===== src/rtl/bnn_seq_pkg.sv =====
// Shared types for the BNN sample sequencer: FSM state encoding and run-length helper.
// No logic of its own; no latency, no backpressure.
package bnn_seq_pkg;

  typedef enum logic [1:0] {
    ST_LOAD  = 2'd0,
    ST_START = 2'd1,
    ST_RUN   = 2'd2,
    ST_DONE  = 2'd3
  } seq_state_e;

  // One cycle per hidden neuron, one per class, plus the final argmax settle.
  function automatic int calc_run_cycles(input int hidden_cnt, input int class_cnt);
    return hidden_cnt + class_cnt + 1;
  endfunction

endpackage


===== src/rtl/bnn_feat_packer.sv =====
// Feature shift register: each accepted word enters at the LSB, so the first feature ends at the MSB.
// Zero latency: last is combinational on the handshake of the final feature; no backpressure of its own.
module bnn_feat_packer #(
  parameter int FEAT_CNT  = 11,
  parameter int FEAT_BITS = 4
) (
  input  logic                          clk,
  input  logic                          rst,
  input  logic                          shift_en,
  input  logic [FEAT_BITS-1:0]          din,
  output logic [FEAT_BITS*FEAT_CNT-1:0] feat_packed,
  output logic                          last
);

  localparam int PW = FEAT_BITS * FEAT_CNT;
  localparam int CW = (FEAT_CNT > 1) ? $clog2(FEAT_CNT) : 1;

  logic [PW-1:0] packed_q, packed_d;
  logic [CW-1:0] cnt_q, cnt_d;

  always_comb begin
    packed_d = packed_q;
    cnt_d    = cnt_q;
    last     = shift_en && (cnt_q == CW'(FEAT_CNT - 1));
    if (shift_en) begin
      packed_d = (packed_q << FEAT_BITS) | PW'(din);
      cnt_d    = last ? '0 : cnt_q + CW'(1);
    end
  end

  always_ff @(posedge clk or posedge rst) begin
    if (rst) begin
      packed_q <= '0;
      cnt_q    <= '0;
    end else begin
      packed_q <= packed_d;
      cnt_q    <= cnt_d;
    end
  end

  assign feat_packed = packed_q;

endmodule


===== src/rtl/bnn_sample_sequencer.sv =====
// Loads FEAT_CNT feature words, strobes the classifier, waits RUN_CYCLES and presents its prediction.
// Result appears 1+RUN_CYCLES cycles after the last feature; input stalls until the result is taken.
module bnn_sample_sequencer
  import bnn_seq_pkg::*;
#(
  parameter int FEAT_CNT   = 11,
  parameter int FEAT_BITS  = 4,
  parameter int HIDDEN_CNT = 40,
  parameter int CLASS_CNT  = 7,
  parameter int RUN_CYCLES = calc_run_cycles(HIDDEN_CNT, CLASS_CNT)
) (
  input  logic                          clk,
  input  logic                          rst,
  input  logic                          in_valid,
  output logic                          in_ready,
  input  logic [FEAT_BITS-1:0]          in_data,
  output logic [FEAT_BITS*FEAT_CNT-1:0] features,
  output logic                          clf_rst,
  input  logic [$clog2(CLASS_CNT)-1:0]  clf_prediction,
  output logic                          out_valid,
  input  logic                          out_ready,
  output logic [$clog2(CLASS_CNT)-1:0]  out_class
);

  localparam int CYC_W = (RUN_CYCLES > 1) ? $clog2(RUN_CYCLES) : 1;
  localparam int CLS_W = $clog2(CLASS_CNT);

  seq_state_e       state_q, state_d;
  logic [CYC_W-1:0] cyc_q, cyc_d;
  logic [CLS_W-1:0] out_class_q, out_class_d;
  logic             shift_en;
  logic             feat_last;

  bnn_feat_packer #(
    .FEAT_CNT  (FEAT_CNT),
    .FEAT_BITS (FEAT_BITS)
  ) u_packer (
    .clk         (clk),
    .rst         (rst),
    .shift_en    (shift_en),
    .din         (in_data),
    .feat_packed (features),
    .last        (feat_last)
  );

  always_comb begin
    state_d     = state_q;
    cyc_d       = cyc_q;
    out_class_d = out_class_q;
    in_ready    = 1'b0;
    out_valid   = 1'b0;
    clf_rst     = 1'b1;
    case (state_q)
      ST_LOAD: begin
        // Gate with rst so nothing is offered while the block is held in reset.
        in_ready = !rst;
        if (feat_last) state_d = ST_START;
      end
      ST_START: begin
        cyc_d   = '0;
        state_d = ST_RUN;
      end
      ST_RUN: begin
        clf_rst = 1'b0;
        if (cyc_q == CYC_W'(RUN_CYCLES - 1)) begin
          out_class_d = clf_prediction;
          cyc_d       = '0;
          state_d     = ST_DONE;
        end else begin
          cyc_d = cyc_q + CYC_W'(1);
        end
      end
      ST_DONE: begin
        out_valid = 1'b1;
        if (out_ready) state_d = ST_LOAD;
      end
      default: state_d = ST_LOAD;
    endcase
  end

  assign shift_en = in_valid && in_ready;

  always_ff @(posedge clk or posedge rst) begin
    if (rst) begin
      state_q     <= ST_LOAD;
      cyc_q       <= '0;
      out_class_q <= '0;
    end else begin
      state_q     <= state_d;
      cyc_q       <= cyc_d;
      out_class_q <= out_class_d;
    end
  end

  assign out_class = out_class_q;

endmodule


===== config.mk =====
export PLATFORM = sky130hd
export DESIGN_NAME = bnn_sample_sequencer
export DESIGN_NICKNAME = d
export VERILOG_FILES = /design/src/rtl/bnn_seq_pkg.sv /design/src/rtl/bnn_feat_packer.sv /design/src/rtl/bnn_sample_sequencer.sv
export SDC_FILE = /design/constraint.sdc
export NUM_CORES = 1
export LEC_CHECK = 0
export BUFFER_PORTS_ARGS = -buffer_cell sky130_fd_sc_hd__buf_2
export CAP_MARGIN = 20
export CORE_MARGIN = 8
export CORE_UTILIZATION = 55
export DETAILED_ROUTE_END_ITERATION = 6
export GPL_TIMING_DRIVEN = 0
export PLACE_DENSITY = 0.82
export SYNTH_ARGS = -nofsm -noshare
export SYNTH_HDL_FRONTEND = slang
export SYNTH_SLANG_ARGS = --single-unit

===== constraint.sdc =====
create_clock -name clk -period 5.33 [get_ports clk]
set_input_delay 1.066 -clock clk [delete_from_list [all_inputs] [get_ports clk]]
set_output_delay 1.066 -clock clk [all_outputs]
set_load 0.05 [all_outputs]

==> reports/results.ini, run 1 <==
[yosys]
yosys_warnings = 0
ys.flop_type = dfrtp_1
synth_cell_type_count = 32
avgSynthCellArea_sq_um = 9.11
synth-seq-cells = 59
synth_edf_count = 0
synth_cells = 267
syn_nets = 284
synthesis.area_sq_mm = 0.00243
ys_async_sr_fraction = 1.00
ys_seq_area_frac = 0.607

[global_routing]
grt_pass1_wl_microns = 9360
grt_pass1_vias = 2140
grt_util_met2 = 0.310
met3_usage = 0.0833
grt_max_degree = 44
grt-busiest-layer = met2
grtUsageTotal = 0.181
grt_overflow_total = 0
antenna_found_initial = 0
grt_use_met1 = 0.192

[placed_design]
port_buffers = 60
place_congestion = 0.793
hpwlAfterDp_microns = 3860

[pwr]
pwr-share-comb = 0.465
pwr-share-seq = 0.346
power.total_w = 0.00212
power_switching_w = 0.00106
power.density_mw_per_mm2 = 705
p_int_w = 0.00107
p_sw_frac = 0.497
peakVddDrop_mv = 0.405
total_leakage_power_nw = 1.76
pwr-share-clk = 0.189

[drt]
avgRoutedWirePerCell_microns = 13.8
routed_via_density = 4.93
detailedRoute.firstPassIterationCount = 4
drt_wl_total_microns = 5450
final_antenna_net_count = 0
remaining_drc_errors = 0
num_vias = 1948
drtIter0Drc = 122

[worst_setup_path]
critPathArrivalTime_ns = 1.63
startpoint_type = input port
crit_required_ns = 4.26
cp-end-kind = primary output
path_max_fanout = 4
crit_slowest_cell = buf_2
cpMostUsedCell = buf_2
crit_family = buffers and inverters
max_stage_delay_ns = 0.25
crit_chain = buf_2 -> and2b_2 -> buf_2
path_class = input port to primary output
path_buf_inv = 2

[clock_network]
cts_root_buffer = clkbuf_8
clk_pin_slew_ns = 0.07
cts_tree = done
cts.repair.resized = 0
cts_made_buffers = 9
cts.sinks = 59
cts_buffer_depth = 2
post_cts.repair.setup_buffers = 0
clk_latency_ns = 0.33
postCtsHoldBufs = 0
htreeDepth = 3

[timing]
setup_tns_ns = 0
period_share = 0.506
drv_slew = 0
max_freq_ghz = 0.371
finalHoldViolCount = 0
setup_viol = 0
tightest_slew_ns = 0.457
rsz0062_at_grt = no
slew-limit-headroom = 0.695
finClkSkew_ns = 0.00625
period_needed_ns = 2.70

[floorplanning]
fp.coreArea_sq_mm = 0.00432
die_x_microns = 82.5
start_util = 0.563
pin_count = 61
num_rows = 24
die_area_sq_mm = 0.00681
die_h_microns = 82.5

[final_layout]
drive_above_1_share = 0.242
nets = 356
n_antenna_cell = 0
mostFrequentLayoutCells = nand2_1 (141), buf_2 (61), dfrtp_1 (59)
synthToLayoutAreaGrowth_pct = 23.8
layout_commonest_cell = nand2_1

[min_path]
hold_class = flip-flop to flip-flop

[run_status]
outcome = finished clean

[flow_run]
maxCapViolations = 0

## final timing paths
path	from	endpoint	slack, ns	cells past startpoint
max	rst	in_ready	2.63	3
min in group asynchronous	rst	cyc_q[0]	0.74	2
min	u_packer.feat_packed[41]	u_packer.feat_packed[41]	0.47	2
min reg2reg	u_packer.feat_packed[41]	u_packer.feat_packed[41]	0.47	2
max reg2reg	u_packer.cnt_q[0]	state_q[1]	3.45	6
max in group asynchronous	rst	u_packer.feat_packed[31]	4.04	3
## final cells by class
type / instances / area [sq um]
buffer: 11 / 42.5
tap: 52 / 65.1
clock inverter: 2 / 35.0
timing repair buffer: 61 / 320
multi-input combinational: 189 / 885
inverter: 8 / 30.0
sequential: 59 / 1480
clock buffer: 13 / 159
fill: 340 / 1310
## synthesized netlist by cell type, types with 2 or more instances
| cell | n | share of area |
|---|---|---|
| inv_1 | 8 | 0.012 |
| dfrtp_1 | 59 | 0.61 |
| mux2_2 | 3 | 0.014 |
| o21ai_1 | 2 | 0.0041 |
| clkbuf_1 | 7 | 0.011 |
| nand3_1 | 3 | 0.0062 |
| o21ai_0 | 6 | 0.012 |
| a21oi_1 | 6 | 0.012 |
| nor2_1 | 3 | 0.0046 |
| nand2_1 | 141 | 0.22 |
| buf_1 | 3 | 0.0046 |
| ha_1 | 6 | 0.031 |
## per-layer routing
metal	up-vias	routed length [microns]
li1	976	-
met2	39	2770
met4	0	69
met5	-	0
met1	925	2280
met3	8	319
## kinds of logic after synthesis
logic type | Yosys count | synth area share
AO/OA/AOI/OAI | 19 | 0.0442
XOR/XNOR | 2 | 0.00720
adder cells (fa/ha/maj) | 6 | 0.0308
buffers and inverters | 19 | 0.0298
flip-flops | 59 | 0.607
multiplexers | 5 | 0.0226
AND/OR/NAND/NOR | 157 | 0.259
## power groups by stage
stage,combinational [W],sequential [W],clock (W)
finish,0.000988,0.000734,0.000402
global route,0.00107,0.000761,0.000431
CTS,0.00100,0.000735,0.000410
detailed placement,0.000998,0.000739,0
global placement,0.000973,0.000732,0
floorplan,0.000305,0.00118,0
## through the flow
stage,setup WS (ns),cell area [sq um],hold WS [ns],util,std cells
floorplan,2.04,2430,0.477,-,267
global placement,1.25,2800,0.453,0.647,379
detailed placement,2.42,2820,0.462,0.652,380
CTS,2.63,3010,0.478,0.697,395
global route,2.60,3010,0.500,0.697,395
finish,2.63,3010,0.471,0.697,395
## registers in the layout, indices dropped and copies added (netlist names)
| signal | count |
|---|---|
| cyc_q | 6 |
| out_class | 3 |
| u_packer.feat_packed | 44 |
| state_q | 2 |
| u_packer.cnt_q | 4 |
## worst min-delay path, stage by stage, from the launching register on
cell	delay (ns)
dfrtp_1	0.34
nand2_1	0.05
nand2_1	0.05
(Power assumes the default switching activity.)
==> run 2: changes to the inputs <==
--- a/config.mk
+++ b/config.mk
@@ -8,10 +8,10 @@
 export BUFFER_PORTS_ARGS = -buffer_cell sky130_fd_sc_hd__buf_2
 export CAP_MARGIN = 20
 export CORE_MARGIN = 8
-export CORE_UTILIZATION = 55
+export CORE_UTILIZATION = 52
 export DETAILED_ROUTE_END_ITERATION = 6
 export GPL_TIMING_DRIVEN = 0
-export PLACE_DENSITY = 0.82
+export PLACE_DENSITY = 0.78
 export SYNTH_ARGS = -nofsm -noshare
 export SYNTH_HDL_FRONTEND = slang
 export SYNTH_SLANG_ARGS = --single-unit
==> constraint.sdc (replaced) <==
create_clock -name clk -period 2.5 [get_ports clk]
set_input_delay 0.5 -clock clk [delete_from_list [all_inputs] [get_ports clk]]
set_output_delay 0.5 -clock clk [all_outputs]
set_load 0.05 [all_outputs]
==> reports/results.ini, run 2 (synthesis gave the netlist of run 1 again) <==
[pwr]
power.density_mw_per_mm2 = 1490  ; was 705 mW/mm^2
peakVddDrop_mv = 0.897  ; was 0.405 mV
total_leakage_power_nw = 1.76  ; about the same
power.total_w = 0.00451  ; was 0.00212 W

[clock_network]
cts_tree = done  ; unchanged
cts_buffer_depth = 2  ; unchanged
clk_pin_slew_ns = 0.06  ; was 0.07 ns
cts.sinks = 59  ; unchanged
postCtsHoldBufs = 0  ; unchanged
cts.repair.resized = 0  ; unchanged
clk_latency_ns = 0.33  ; about the same
htreeDepth = 3  ; unchanged
cts_root_buffer = clkbuf_8  ; unchanged
cts_made_buffers = 9  ; unchanged
post_cts.repair.setup_buffers = 0  ; unchanged

[final_layout]
drive_above_1_share = 0.248  ; was 0.242
final_util = 0.653  ; was 0.697
n_antenna_cell = 0  ; unchanged
synthToLayoutAreaGrowth_pct = 24.2  ; was 23.8%
layout_commonest_cell = nand2_1  ; unchanged
nets = 356  ; unchanged
largest_reg_flops = 44  ; unchanged
mostFrequentLayoutCells = nand2_1 (141), buf_2 (61), dfrtp_1 (59)  ; unchanged

[drt]
detailedRoute.firstPassIterationCount = 4  ; unchanged
avgRoutedWirePerCell_microns = 13.7  ; was 13.8 microns
final_antenna_net_count = 0  ; unchanged
num_vias = 1967  ; was 1948
routed_via_density = 4.95  ; was 4.93
remaining_drc_errors = 0  ; unchanged
drt_wl_total_microns = 5450  ; about the same
drtIter0Drc = 102  ; was 122

[worst_setup_path]
path_class = input port to flip-flop  ; was input port to primary output
reg2reg_to = u_packer.feat_packed[1]  ; was state_q[1]
reg2reg_depth = 7  ; was 6
startpoint_type = input port  ; unchanged
crit_required_ns = 2.72  ; was 4.26 ns
path_max_fanout = 31  ; was 4
reg2reg_slack_ns = 0.60  ; was 3.45 ns
critPathArrivalTime_ns = 2.25  ; was 1.63 ns
cp-end-kind = flip-flop  ; was primary output
r2r-start = state_q[0]  ; was u_packer.cnt_q[0]

[flow_run]
maxCapViolations = 0  ; unchanged

[global_routing]
grtUsageTotal = 0.162  ; was 0.181
grt_pass1_wl_microns = 9090  ; was 9360 microns
grt_max_degree = 32  ; was 44
grt_overflow_total = 0  ; unchanged
grt_pass1_vias = 2003  ; was 2140
antenna_found_initial = 0  ; unchanged

[timing]
slew-limit-headroom = 0.550  ; was 0.695
tightest_slew_ns = 0.673  ; was 0.457 ns
rsz0062_at_grt = no  ; unchanged
max_freq_ghz = 0.492
finalHoldViolCount = 0  ; unchanged
drv_slew = 0  ; unchanged
setup_viol = 0  ; unchanged
finClkSkew_ns = 0.00621  ; was 0.00625 ns
period_share = 0.814
period_needed_ns = 2.03

[floorplanning]
die_h_microns = 84.4  ; was 82.5 microns
die_area_sq_mm = 0.00713  ; was 0.00681 sq mm
start_util = 0.526  ; was 0.563
die_x_microns = 84.4  ; was 82.5 microns
fp.coreArea_sq_mm = 0.00463  ; was 0.00432 sq mm
num_rows = 25  ; was 24
pin_count = 61  ; unchanged

[min_path]
hold_class = input port to async pin  ; was flip-flop to flip-flop

[placed_design]
port_buffers = 60  ; unchanged
hpwlAfterDp_microns = 3860  ; about the same
place_congestion = 0.734  ; was 0.793

[run_status]
outcome = finished clean  ; unchanged

[run 2: power by group]
| group | internal [W] | total (W) | switching [W] |
|---|---|---|---|
| Clock | 0.000488 | 0.000837 | 0.000349 |
| Sequential | 0.00129 | 0.00157 | 0.000278 |
| Combinational | 0.000475 | 0.00210 | 0.00163 |
[run 2: layout make-up]
cell class                 instances  area [sq um]
clock buffer                      14           193
tap                               54          67.6
inverter                           8          33.8
sequential                        59          1480
clock inverter                     1          5.00
buffer                            11          42.5
timing repair buffer              61           320
fill                             406          1610
multi-input combinational        189           885
[run 2: how the worst max path moves through the flow]
stage / end / slack, ns / startpoint / depth (start not counted)
4_1_cts: u_packer.feat_packed[10] / 0.41 / rst / 7
6_report: u_packer.feat_packed[12] / 0.47 / rst / 7
3_5_place_dp: u_packer.feat_packed[10] / 0.05 / rst / 7
3_3_place_gp: u_packer.feat_packed[8] / -0.53 / rst / 7
2_1_floorplan: u_packer.feat_packed[10] / 0.14 / rst / 6
5_1_grt: u_packer.feat_packed[10] / 0.26 / rst / 7
[run 2: critical path, cell delays in order]
cell and delay [ns]:
buf_2 0.12, clkinvlp_4 0.55, and3_1 0.43, buf_2 0.19, buf_1 0.26, nand2_1 0.15
nand2_1 0.06
[run 2: per-layer routing]
metal	vias up	track usage	routed length [microns]
li1	981	-	-
met1	926	0.181	2440
met2	48	0.262	2560
met3	12	0.0615	330
met4	0	0.0841	119
met5	-	0	0
[run 2: metrics by stage]
stage / setup TNS [ns] / instance area (sq um) / hold WS (ns) / std cells / setup slack, ns
after floorplan: 0 / 2440 / 0.477 / 267 / 0.141
after CTS: 0 / 3020 / 0.292 / 397 / 0.408
final: 0 / 3020 / 0.280 / 397 / 0.466
after global placement: -20.64 / 2810 / 0.453 / 381 / -0.527
after detailed placement: 0 / 2830 / 0.458 / 382 / 0.0531
after global routing: 0 / 3020 / 0.327 / 397 / 0.259
==> run 3: changes to the inputs <==
--- a/config.mk
+++ b/config.mk
@@ -8,10 +8,10 @@
 export BUFFER_PORTS_ARGS = -buffer_cell sky130_fd_sc_hd__buf_2
 export CAP_MARGIN = 20
 export CORE_MARGIN = 8
-export CORE_UTILIZATION = 52
+export CORE_UTILIZATION = 47
 export DETAILED_ROUTE_END_ITERATION = 6
 export GPL_TIMING_DRIVEN = 0
-export PLACE_DENSITY = 0.78
+export PLACE_DENSITY = 0.75
 export SYNTH_ARGS = -nofsm -noshare
 export SYNTH_HDL_FRONTEND = slang
 export SYNTH_SLANG_ARGS = --single-unit
==> constraint.sdc (replaced) <==
create_clock -name clk -period 1.7 [get_ports clk]
set_input_delay 0.34 -clock clk [delete_from_list [all_inputs] [get_ports clk]]
set_output_delay 0.34 -clock clk [all_outputs]
set_load 0.05 [all_outputs]
==> reports/results.ini, run 3 (synthesis gave the netlist of run 1 again) <==
[run_status]
outcome = complete, but fails checks  ; was finished clean
violations = negative hold slack, negative setup slack

[final_layout]
synthToLayoutAreaGrowth_pct = 32.5  ; was 24.2%
mostFrequentLayoutCells = nand2_1 (140), buf_2 (61), dfrtp_1 (58)  ; was nand2_1 (141), buf_2 (61), dfrtp_1 (59)
layout_commonest_cell = nand2_1  ; unchanged
fin_cells = 420  ; was 397
nets = 362  ; was 356
largest_reg_flops = 44  ; unchanged
n_antenna_cell = 0  ; unchanged
drive_above_1_share = 0.323  ; was 0.248

[timing]
finalHoldViolCount = 2  ; was 0
drv_slew = 0  ; unchanged
tightest_slew_ns = 0.648  ; was 0.673 ns
finClkSkew_ns = 0.00526  ; was 0.00621 ns
period_share = 1.03
period_needed_ns = 1.75
fin_ws_ns = -0.0481  ; was 0.466 ns
setup_viol = 2  ; was 0
slew-limit-headroom = 0.566  ; was 0.550
rsz0062_at_grt = yes  ; was no
setup_tns_ns = -0.0627  ; was 0 ns
timing.hold.ws_ns = -0.00108  ; was 0.280 ns
max_freq_ghz = 0.572

[drt]
final_antenna_net_count = 0  ; unchanged
drt_wl_total_microns = 5500  ; was 5450 microns
drtIter0Drc = 81  ; was 102
num_vias = 2010  ; was 1967
remaining_drc_errors = 0  ; unchanged
routed_via_density = 4.79  ; was 4.95
detailedRoute.firstPassIterationCount = 4  ; unchanged
avgRoutedWirePerCell_microns = 13.1  ; was 13.7 microns

[clock_network]
htreeDepth = 3  ; unchanged
clk_pin_slew_ns = 0.07  ; was 0.06 ns
clk_latency_ns = 0.33  ; about the same
cts_buffer_depth = 2  ; unchanged
cts_tree = done  ; unchanged
cts.sinks = 59  ; unchanged
postCtsHoldBufs = 0  ; unchanged
cts_root_buffer = clkbuf_8  ; unchanged
cts_made_buffers = 9  ; unchanged

[placed_design]
hpwlAfterDp_microns = 3830  ; was 3860 microns
place_congestion = 0.720  ; was 0.734
placed_cells = 398  ; was 382
port_buffers = 60  ; unchanged

[worst_setup_path]
crit_required_ns = 1.92  ; was 2.72 ns
startpoint_type = flip-flop  ; was input port
reg2reg_depth = 6  ; was 7
crit_slowest_cell = or4_4  ; was clkinvlp_4
reg2reg_slack_ns = -0.05  ; was 0.60 ns
path_class = flip-flop to flip-flop  ; was input port to flip-flop
crit_family = simple AND/OR/NAND/NOR gates  ; was buffers and inverters
cp-end-kind = flip-flop  ; unchanged
path_max_fanout = 2  ; was 31
reg2reg_to = state_q[1]  ; was u_packer.feat_packed[1]
path_buf_inv = 1  ; was 4
max_stage_delay_ns = 0.49  ; was 0.55 ns
crit_chain = inv_1 -> ha_2 -> nand2_2 -> or4_4 -> a21oi_4 -> mux2_4  ; was buf_2 -> clkinvlp_4 -> and3_1 -> buf_2 -> buf_1 -> nand2_1 -> nand2_1
r2r-start = u_packer.cnt_q[0]  ; was state_q[0]
critPathArrivalTime_ns = 1.96  ; was 2.25 ns

[floorplanning]
die_area_sq_mm = 0.00774  ; was 0.00713 sq mm
fp.coreArea_sq_mm = 0.00504  ; was 0.00463 sq mm
num_rows = 26  ; was 25
die_x_microns = 88.0  ; was 84.4 microns
die_h_microns = 88.0  ; was 84.4 microns
start_util = 0.483  ; was 0.526
pin_count = 61  ; unchanged

[global_routing]
grt-busiest-layer = met2  ; unchanged
grt_pass1_wl_microns = 9260  ; was 9090 microns
grt_util_met2 = 0.241  ; was 0.262
grt_pass1_vias = 2030  ; was 2003
grt_max_degree = 35  ; was 32
grt_use_met1 = 0.187  ; was 0.181
antenna_found_initial = 0  ; unchanged
met3_usage = 0.0507  ; was 0.0615
grt_overflow_total = 0  ; unchanged
grtUsageTotal = 0.156  ; was 0.162

[pwr]
peakVddDrop_mv = 1.40  ; was 0.897 mV
power.density_mw_per_mm2 = 2170  ; was 1490 mW/mm^2
total_leakage_power_nw = 1.81  ; was 1.76 nW

[min_path]
hold_class = input port to async pin  ; unchanged

[flow_run]
maxCapViolations = 0  ; unchanged

## run 3: cell count changes in the layout (fill, tap and decap cells not counted), moves of 3 or more
| cell | change |
|---|---|
| ha_4 | +3 |
| buf_4 | +5 |
| clkbuf_1 | -4 |
| buf_6 | +3 |
| buf_1 | -3 |
| ha_1 | -5 |
## run 3: cell type report
| cell class | count | area (sq um) |
|---|---|---|
| multi-input combinational | 189 | 965 |
| tap | 70 | 87.6 |
| sequential | 59 | 1480 |
| clock inverter | 5 | 52.6 |
| clock buffer | 11 | 141 |
| inverter | 8 | 37.5 |
| timing repair buffer | 66 | 374 |
| timing repair inverter | 1 | 5.00 |
| fill | 414 | 1820 |
| buffer | 11 | 85.1 |
## run 3: how the worst max path moves through the flow
stage / startpoint / to / slack [ns] / depth (start not counted)
floorplan: rst / u_packer.feat_packed[19] / -0.45 / 6
global placement: rst / u_packer.feat_packed[5] / -1.04 / 7
detailed placement: rst / u_packer.feat_packed[1] / -0.30 / 7
CTS: u_packer.cnt_q[0] / state_q[1] / -0.06 / 6
global route: u_packer.cnt_q[0] / state_q[1] / -0.10 / 6
finish: u_packer.cnt_q[0] / state_q[1] / -0.05 / 6
## run 3: report_power, final
part	internal, W	switching [W]	total (W)
sequential	0.00191	0.000423	0.00233
clock	0.000709	0.000538	0.00125
combinational	0.000950	0.00248	0.00343
total	0.00356	0.00344	0.00700
## run 3: layer usage
metal  routed length, microns  vias to the layer above
met5                        0                        -
met4                      119                        0
met3                      383                       10
met2                     2580                       49
met1                     2420                      953
li1                         -                      998
## run 3: what timing repair did
action	4_1_cts	5_1_grt
cloned	0	1
buffers inserted	4	1
pin swaps	1	2
hold endpoints to repair	0	0
resized for setup	14	9
endpoints found under the setup margin	36	40
## run 3: through the flow
step                      hold WS [ns]  utilization  area, sq um  worst slack (ns)  total power, W
after floorplan                  0.444            -         2510            -0.447         0.00474
after global placement           0.452        0.574         2900             -1.04         0.00543
after detailed placement         0.456        0.578         2920            -0.299         0.00552
after CTS                       0.0906        0.630         3170           -0.0640         0.00695
after global routing            0.0221        0.640         3230            -0.102         0.00743
final                         -0.00108        0.640         3230           -0.0481         0.00700
## run 3: worst register-to-register path, stage by stage (launching register included)
cell and delay [ns]:
dfrtp_1 0.39, inv_1 0.06, ha_2 0.18, nand2_2 0.05, or4_4 0.49, a21oi_4 0.15, mux2_4 0.30
